File: config.mk
export PLATFORM = sky130hd
export DESIGN_NAME = gcd_req_arbiter
export DESIGN_NICKNAME = d
export VERILOG_FILES = /design/src/rtl/gcd_req_arbiter.sv
export SDC_FILE = /design/constraint.sdc
export NUM_CORES = 1
export LEC_CHECK = 0
export ABC_CLOCK_PERIOD_IN_PS = 5300
export CORE_AREA = 8 8 149 151
export CTS_CLUSTER_SIZE = 28
export DETAILED_ROUTE_END_ITERATION = 16
export DIE_AREA = 0 0 157 159
export DONT_BUFFER_PORTS = 1
export SKIP_CTS_REPAIR_TIMING = 1
export SLEW_MARGIN = 30
export SYNTH_ARGS = -nofsm -noshare
export SYNTH_HDL_FRONTEND = slang
export SYNTH_SLANG_ARGS = --single-unit
File: constraint.sdc
create_clock -name clk -period 5.3 [get_ports clk]
set_input_delay 1.59 -clock clk [delete_from_list [all_inputs] [get_ports clk]]
set_output_delay 1.59 -clock clk [all_outputs]
set_load 0.02 [all_outputs]
File: src/rtl/gcd_req_arbiter.sv
// Round-robin front end that shares a single gcd unit among NUM_REQ requesters.
// Zero operands are answered directly; a watchdog bounds every gcd computation.
module gcd_req_arbiter #(
    parameter int NUM_REQ        = 4,
    parameter int WIDTH          = 32,
    parameter int TIMEOUT_CYCLES = 1024,
    parameter int GAP_CYCLES     = 2
) (
    input  logic                       clk,
    input  logic                       reset_n,
    input  logic [NUM_REQ-1:0]         req_valid,
    input  logic [NUM_REQ*WIDTH-1:0]   req_a,
    input  logic [NUM_REQ*WIDTH-1:0]   req_b,
    output logic [NUM_REQ-1:0]         req_ready,
    output logic [NUM_REQ-1:0]         rsp_valid,
    output logic [WIDTH-1:0]           rsp_result,
    output logic                       rsp_timeout,
    output logic                       gcd_start,
    output logic [WIDTH-1:0]           gcd_a,
    output logic [WIDTH-1:0]           gcd_b,
    input  logic                       gcd_done,
    input  logic [WIDTH-1:0]           gcd_result,
    output logic                       busy,
    output logic [$clog2(NUM_REQ)-1:0] cur_id
);

    localparam int IDW = $clog2(NUM_REQ);
    localparam int WCW = $clog2(TIMEOUT_CYCLES) + 1;
    localparam int GCW = (GAP_CYCLES > 1) ? $clog2(GAP_CYCLES) : 1;
    localparam logic [WCW-1:0] WCNT_LAST = WCW'(TIMEOUT_CYCLES - 1);
    localparam logic [GCW-1:0] GCNT_LAST = GCW'((GAP_CYCLES > 0) ? GAP_CYCLES - 1 : 0);

    typedef enum logic [2:0] {
        IDLE  = 3'd0,
        ISSUE = 3'd1,
        WAIT  = 3'd2,
        RESP  = 3'd3,
        GAP   = 3'd4
    } state_t;

    state_t           state_q, state_d;
    logic [IDW-1:0]   rr_ptr_q, rr_ptr_d;
    logic [IDW-1:0]   cur_id_q, cur_id_d;
    logic [WIDTH-1:0] op_a_q, op_a_d;
    logic [WIDTH-1:0] op_b_q, op_b_d;
    logic [WCW-1:0]   wcnt_q, wcnt_d;
    logic [GCW-1:0]   gcnt_q, gcnt_d;
    logic [WIDTH-1:0] result_q, result_d;
    logic             timeout_q, timeout_d;

    logic [WIDTH-1:0] slot_a [NUM_REQ];
    logic [WIDTH-1:0] slot_b [NUM_REQ];
    logic             grant_found;
    logic [IDW-1:0]   grant_idx;
    logic [IDW-1:0]   cand;

    always_comb begin
        for (int i = 0; i < NUM_REQ; i++) begin
            slot_a[i] = req_a[i*WIDTH +: WIDTH];
            slot_b[i] = req_b[i*WIDTH +: WIDTH];
        end
    end

    // Search starts just after the last winner so every requester gets a turn.
    always_comb begin
        grant_found = 1'b0;
        grant_idx   = '0;
        cand        = '0;
        for (int k = 1; k <= NUM_REQ; k++) begin
            cand = IDW'((int'(rr_ptr_q) + k) % NUM_REQ);
            if (!grant_found && req_valid[cand]) begin
                grant_found = 1'b1;
                grant_idx   = cand;
            end
        end
    end

    always_comb begin
        req_ready = '0;
        if (state_q == IDLE && grant_found) begin
            req_ready[grant_idx] = 1'b1;
        end
    end

    always_comb begin
        rsp_valid = '0;
        if (state_q == RESP) begin
            rsp_valid[cur_id_q] = 1'b1;
        end
    end

    always_comb begin
        state_d   = state_q;
        rr_ptr_d  = rr_ptr_q;
        cur_id_d  = cur_id_q;
        op_a_d    = op_a_q;
        op_b_d    = op_b_q;
        wcnt_d    = wcnt_q;
        gcnt_d    = gcnt_q;
        result_d  = result_q;
        timeout_d = timeout_q;
        gcd_start = 1'b0;
        case (state_q)
            IDLE: begin
                if (grant_found) begin
                    op_a_d    = slot_a[grant_idx];
                    op_b_d    = slot_b[grant_idx];
                    cur_id_d  = grant_idx;
                    rr_ptr_d  = grant_idx;
                    timeout_d = 1'b0;
                    if (slot_a[grant_idx] == '0 || slot_b[grant_idx] == '0) begin
                        result_d = slot_a[grant_idx] | slot_b[grant_idx];
                        state_d  = RESP;
                    end else begin
                        state_d = ISSUE;
                    end
                end
            end
            ISSUE: begin
                gcd_start = 1'b1;
                wcnt_d    = '0;
                state_d   = WAIT;
            end
            WAIT: begin
                // A done arriving on the final watchdog cycle still counts as success.
                if (gcd_done) begin
                    result_d  = gcd_result;
                    timeout_d = 1'b0;
                    state_d   = RESP;
                end else if (wcnt_q == WCNT_LAST) begin
                    result_d  = '0;
                    timeout_d = 1'b1;
                    state_d   = RESP;
                end else begin
                    wcnt_d = wcnt_q + WCW'(1);
                end
            end
            RESP: begin
                op_a_d  = '0;
                op_b_d  = '0;
                gcnt_d  = '0;
                state_d = (GAP_CYCLES == 0) ? IDLE : GAP;
            end
            GAP: begin
                if (gcnt_q == GCNT_LAST) begin
                    state_d = IDLE;
                end else begin
                    gcnt_d = gcnt_q + GCW'(1);
                end
            end
            default: state_d = IDLE;
        endcase
    end

    always_ff @(posedge clk) begin
        if (!reset_n) begin
            state_q   <= IDLE;
            rr_ptr_q  <= IDW'(NUM_REQ - 1);
            cur_id_q  <= '0;
            op_a_q    <= '0;
            op_b_q    <= '0;
            wcnt_q    <= '0;
            gcnt_q    <= '0;
            result_q  <= '0;
            timeout_q <= 1'b0;
        end else begin
            state_q   <= state_d;
            rr_ptr_q  <= rr_ptr_d;
            cur_id_q  <= cur_id_d;
            op_a_q    <= op_a_d;
            op_b_q    <= op_b_d;
            wcnt_q    <= wcnt_d;
            gcnt_q    <= gcnt_d;
            result_q  <= result_d;
            timeout_q <= timeout_d;
        end
    end

    assign rsp_result  = result_q;
    assign rsp_timeout = timeout_q && (state_q == RESP);
    assign gcd_a       = op_a_q;
    assign gcd_b       = op_b_q;
    assign busy        = (state_q != IDLE);
    assign cur_id      = cur_id_q;

endmodule

==> impl_metrics.toml <==
[status]
status = "completed"

[layout]
seqCellArea_um2 = 2322
drive_above_1_share_pct = 7.111
multi_input_area_um2 = 4782
n_fill_cell = 2125
final_util_pct = 42.89
areaGrowthSynthToFinish_pct = 10.10
fin_nets = 1394

[global_route]
overflow = 0
grt_usage_pct = 29.08
antenna_found_initial = 6
grt_pass1_vias = 8333
grt_max_degree = 66
grt_pass1_wl_mm = 54.54

[synth]
synth-edff-count = 0
netlist_top_cells_area = "dfxtp_1 30%, a21oi_1 7.5%, o21ai_0 7.3%"
synth_top_area_share_pct = 30.04
ys_seq_elements = 116
synth.yosys.seq_area_share_pct = 30.04
synth_commonest_cells = "122 x nor2_1, 119 x nand2_1, 116 x a21oi_1, 116 x dfxtp_1, 112 x o21ai_0"
avgSynthCellArea_um2 = 6.652
yosys_warnings = 0
yosysMostFrequentCell = "nor2_1"
synth_flop_cell = "dfxtp_1"
syn_inst = 1162
synthArstFlopShare_pct = 0
synth.distinct_cells = 53
synth_area_um2 = 7730
netlist.top_cell.by_area = "dfxtp_1"
synth_fp_nets = 1458

[routing]
drt_iter0_markers = 649
totalWireLength_mm = 37.80
num_vias = 8648
final_antenna_net_count = 0
firstDrtPassIters = 5
avgRoutedWirePerCell_um = 27.31
viasPerCell = 6.249
drcViolationCount = 0

[setup_path]
startpoint_type = "primary input"
cp.required_ns = 3.71
cp_cell_sequence = "nor2_2, o22ai_4, buf_4, nor2_4, buf_4, nand2_1, nor3_1, buf_4"
reg2reg_setup_slack_ns = 1.47
crit_path_end_kind = "output pin"
critical_path.startpoint = "req_valid[1]"
crit_end = "req_ready[2]"
r2r_end = "rsp_result[19]"
worstSetupPathType = "primary input to output pin"
crit_slowest_cell = "buf_4"
path_common_cell = "buf_4"
max_stage_delay_ns = 0.30
timing.rr.start = "rr_ptr_q[1]"
reg2regPathDepth = 11
worstPathArrival_ns = 3.24
crit_fanout = 65

[floorplan]
die_y_um = 159
num_rows = 52
die_w_um = 157
initial_core_util_pct = 38.95
dieArea_um2 = 24960
pin_count = 404
coreArea_um2 = 19840

[pwr]
powerDensity_nw_per_um2 = 451.6
power_leakage_uw = 0.003237
vdd_drop_max_uv = 225.5
total_power_uw = 3844

[timing]
fin_setup_tns_ns = 0
min_period_over_period_pct = 91.04
clock_skew_ns = 0.01180
setup_slack_ns = 0.4750
min_period_ns = 4.825
worst_pin_slew_ns = 0.9387
fmax_ghz = 0.2073
finalSetupViolCount = 0
finalMaxSlewViolations = 0
hold_violations = 0
maxSlewHeadroom_pct = 37.20
rsz0062_at_grt = "no"

[run]
maxCapViolCount = 0

[clocking]
cts_buffers = 17
clockRootBuffer = "clkbuf_16"
clock_path_buffers = 2
clk_pin_slew_ns = 0.05
clk_latency_ns = 0.42
tritoncts = "yes"
cts_sinks = 116
htree_levels = 4

[place]
hpwlAfterDp_mm = 29.49
place_ws_ns = 0.3452
portBuffers = 0
gp_congestion = 0.9145

[min_path]
min-delay-path-class = "flip-flop to flip-flop"
## power breakdown
part / internal [µW] / switching (µW) / total, µW
registers: 1010 / 289 / 1300
clock network: 764 / 437 / 1200
logic: 418 / 929 / 1350
total: 2190 / 1650 / 3840
## cells in the final DEF (no fill, tap or decap), types with 3 or more instances in the layout
cell	instances
nor2_1	121
nand2_1	117
dfxtp_1	116
a21oi_1	114
o21ai_0	111
nand3_1	110
o211ai_1	65
inv_1	64
a31oi_1	43
and3_1	23
buf_4	22
a22oi_1	21
nor4_1	20
a211oi_1	19
clkbuf_16	17
nand4_1	14
and2_1	13
nor3_1	8
xor2_1	7
nand2b_1	6
o31a_1	6
a31o_2	5
clkinv_2	4
or4_1	4
diode_2	3
or3_1	3
nor2b_1	3
o21ai_1	3
o22ai_1	3
clkinvlp_4	3
bufinv_16	3
## critical path, delay by kind of cell
family                 cells  cell delay [ns]
AND/OR/NAND/NOR            4             0.78
buffers and inverters      3             0.74
AO/OA/AOI/OAI              1             0.11
## sequential cells by signal, indices dropped and copies added (netlist names)
signal / count
gcd_a: 32
gcd_b: 32
rsp_result: 32
wcnt_q: 11
state_q: 3
cur_id: 2
rr_ptr_q: 2
gcnt_q: 1
timeout_q: 1
## cells by family (layout without fill, tap and decap cells)
| kind of cell | count (synthesis) | count (layout) | synth area share (%) |
|---|---|---|---|
| AO/OA/AOI/OAI | 405 | 405 | 31.53 |
| XOR/XNOR | 9 | 9 | 1.020 |
| adder cells (fa/ha/maj) | 1 | 1 | 0.1618 |
| buffers and inverters | 172 | 121 | 9.259 |
| flip-flops | 116 | 116 | 30.04 |
| multiplexers | 3 | 3 | 0.5503 |
| other | 0 | 3 | 0 |
| AND/OR/NAND/NOR | 456 | 456 | 27.44 |
## metrics by stage
stage / area (µm²) / instances / hold slack, ns
final: 8511 / 1384 / 0.4693
after floorplan: 7730 / 1162 / 0.4414
after global placement: 7884 / 1349 / 0.4576
after global routing: 8511 / 1384 / 0.5031
after CTS: 8502 / 1381 / 0.4711
after detailed placement: 7891 / 1349 / 0.4642
## worst min-delay path by stage
stage / slack [ns] / from / cells after the start / end
after floorplan: 0.44 / gcnt_q / 2 / gcnt_q
after global placement: 0.46 / gcnt_q / 2 / gcnt_q
after detailed placement: 0.46 / gcnt_q / 2 / gcnt_q
after CTS: 0.47 / gcnt_q / 2 / gcnt_q
after global routing: 0.50 / gcnt_q / 2 / gcnt_q
final: 0.47 / gcnt_q / 2 / gcnt_q
## metal layers
layer  part of all wire, %  vias up  GRT usage [%]
met1                    38     4091          33.82
li1                      -     4047              -
met2                    48      452          47.35
met4                   2.4        6          9.834
met5                 0.098        -              0
met3                    12       52          11.86
## area by class of cell
| class | instances | area share [%] |
|---|---|---|
| multi-input combinational | 874 | 56.19 |
| tap | 270 | 3.969 |
| clock buffer | 20 | 5.366 |
| inverter | 65 | 2.882 |
| timing repair buffer | 24 | 2.411 |
| clock inverter | 12 | 1.808 |
| sequential | 116 | 27.29 |
| antenna | 3 | 0.08821 |
Power figures use the tool's default switching activity.
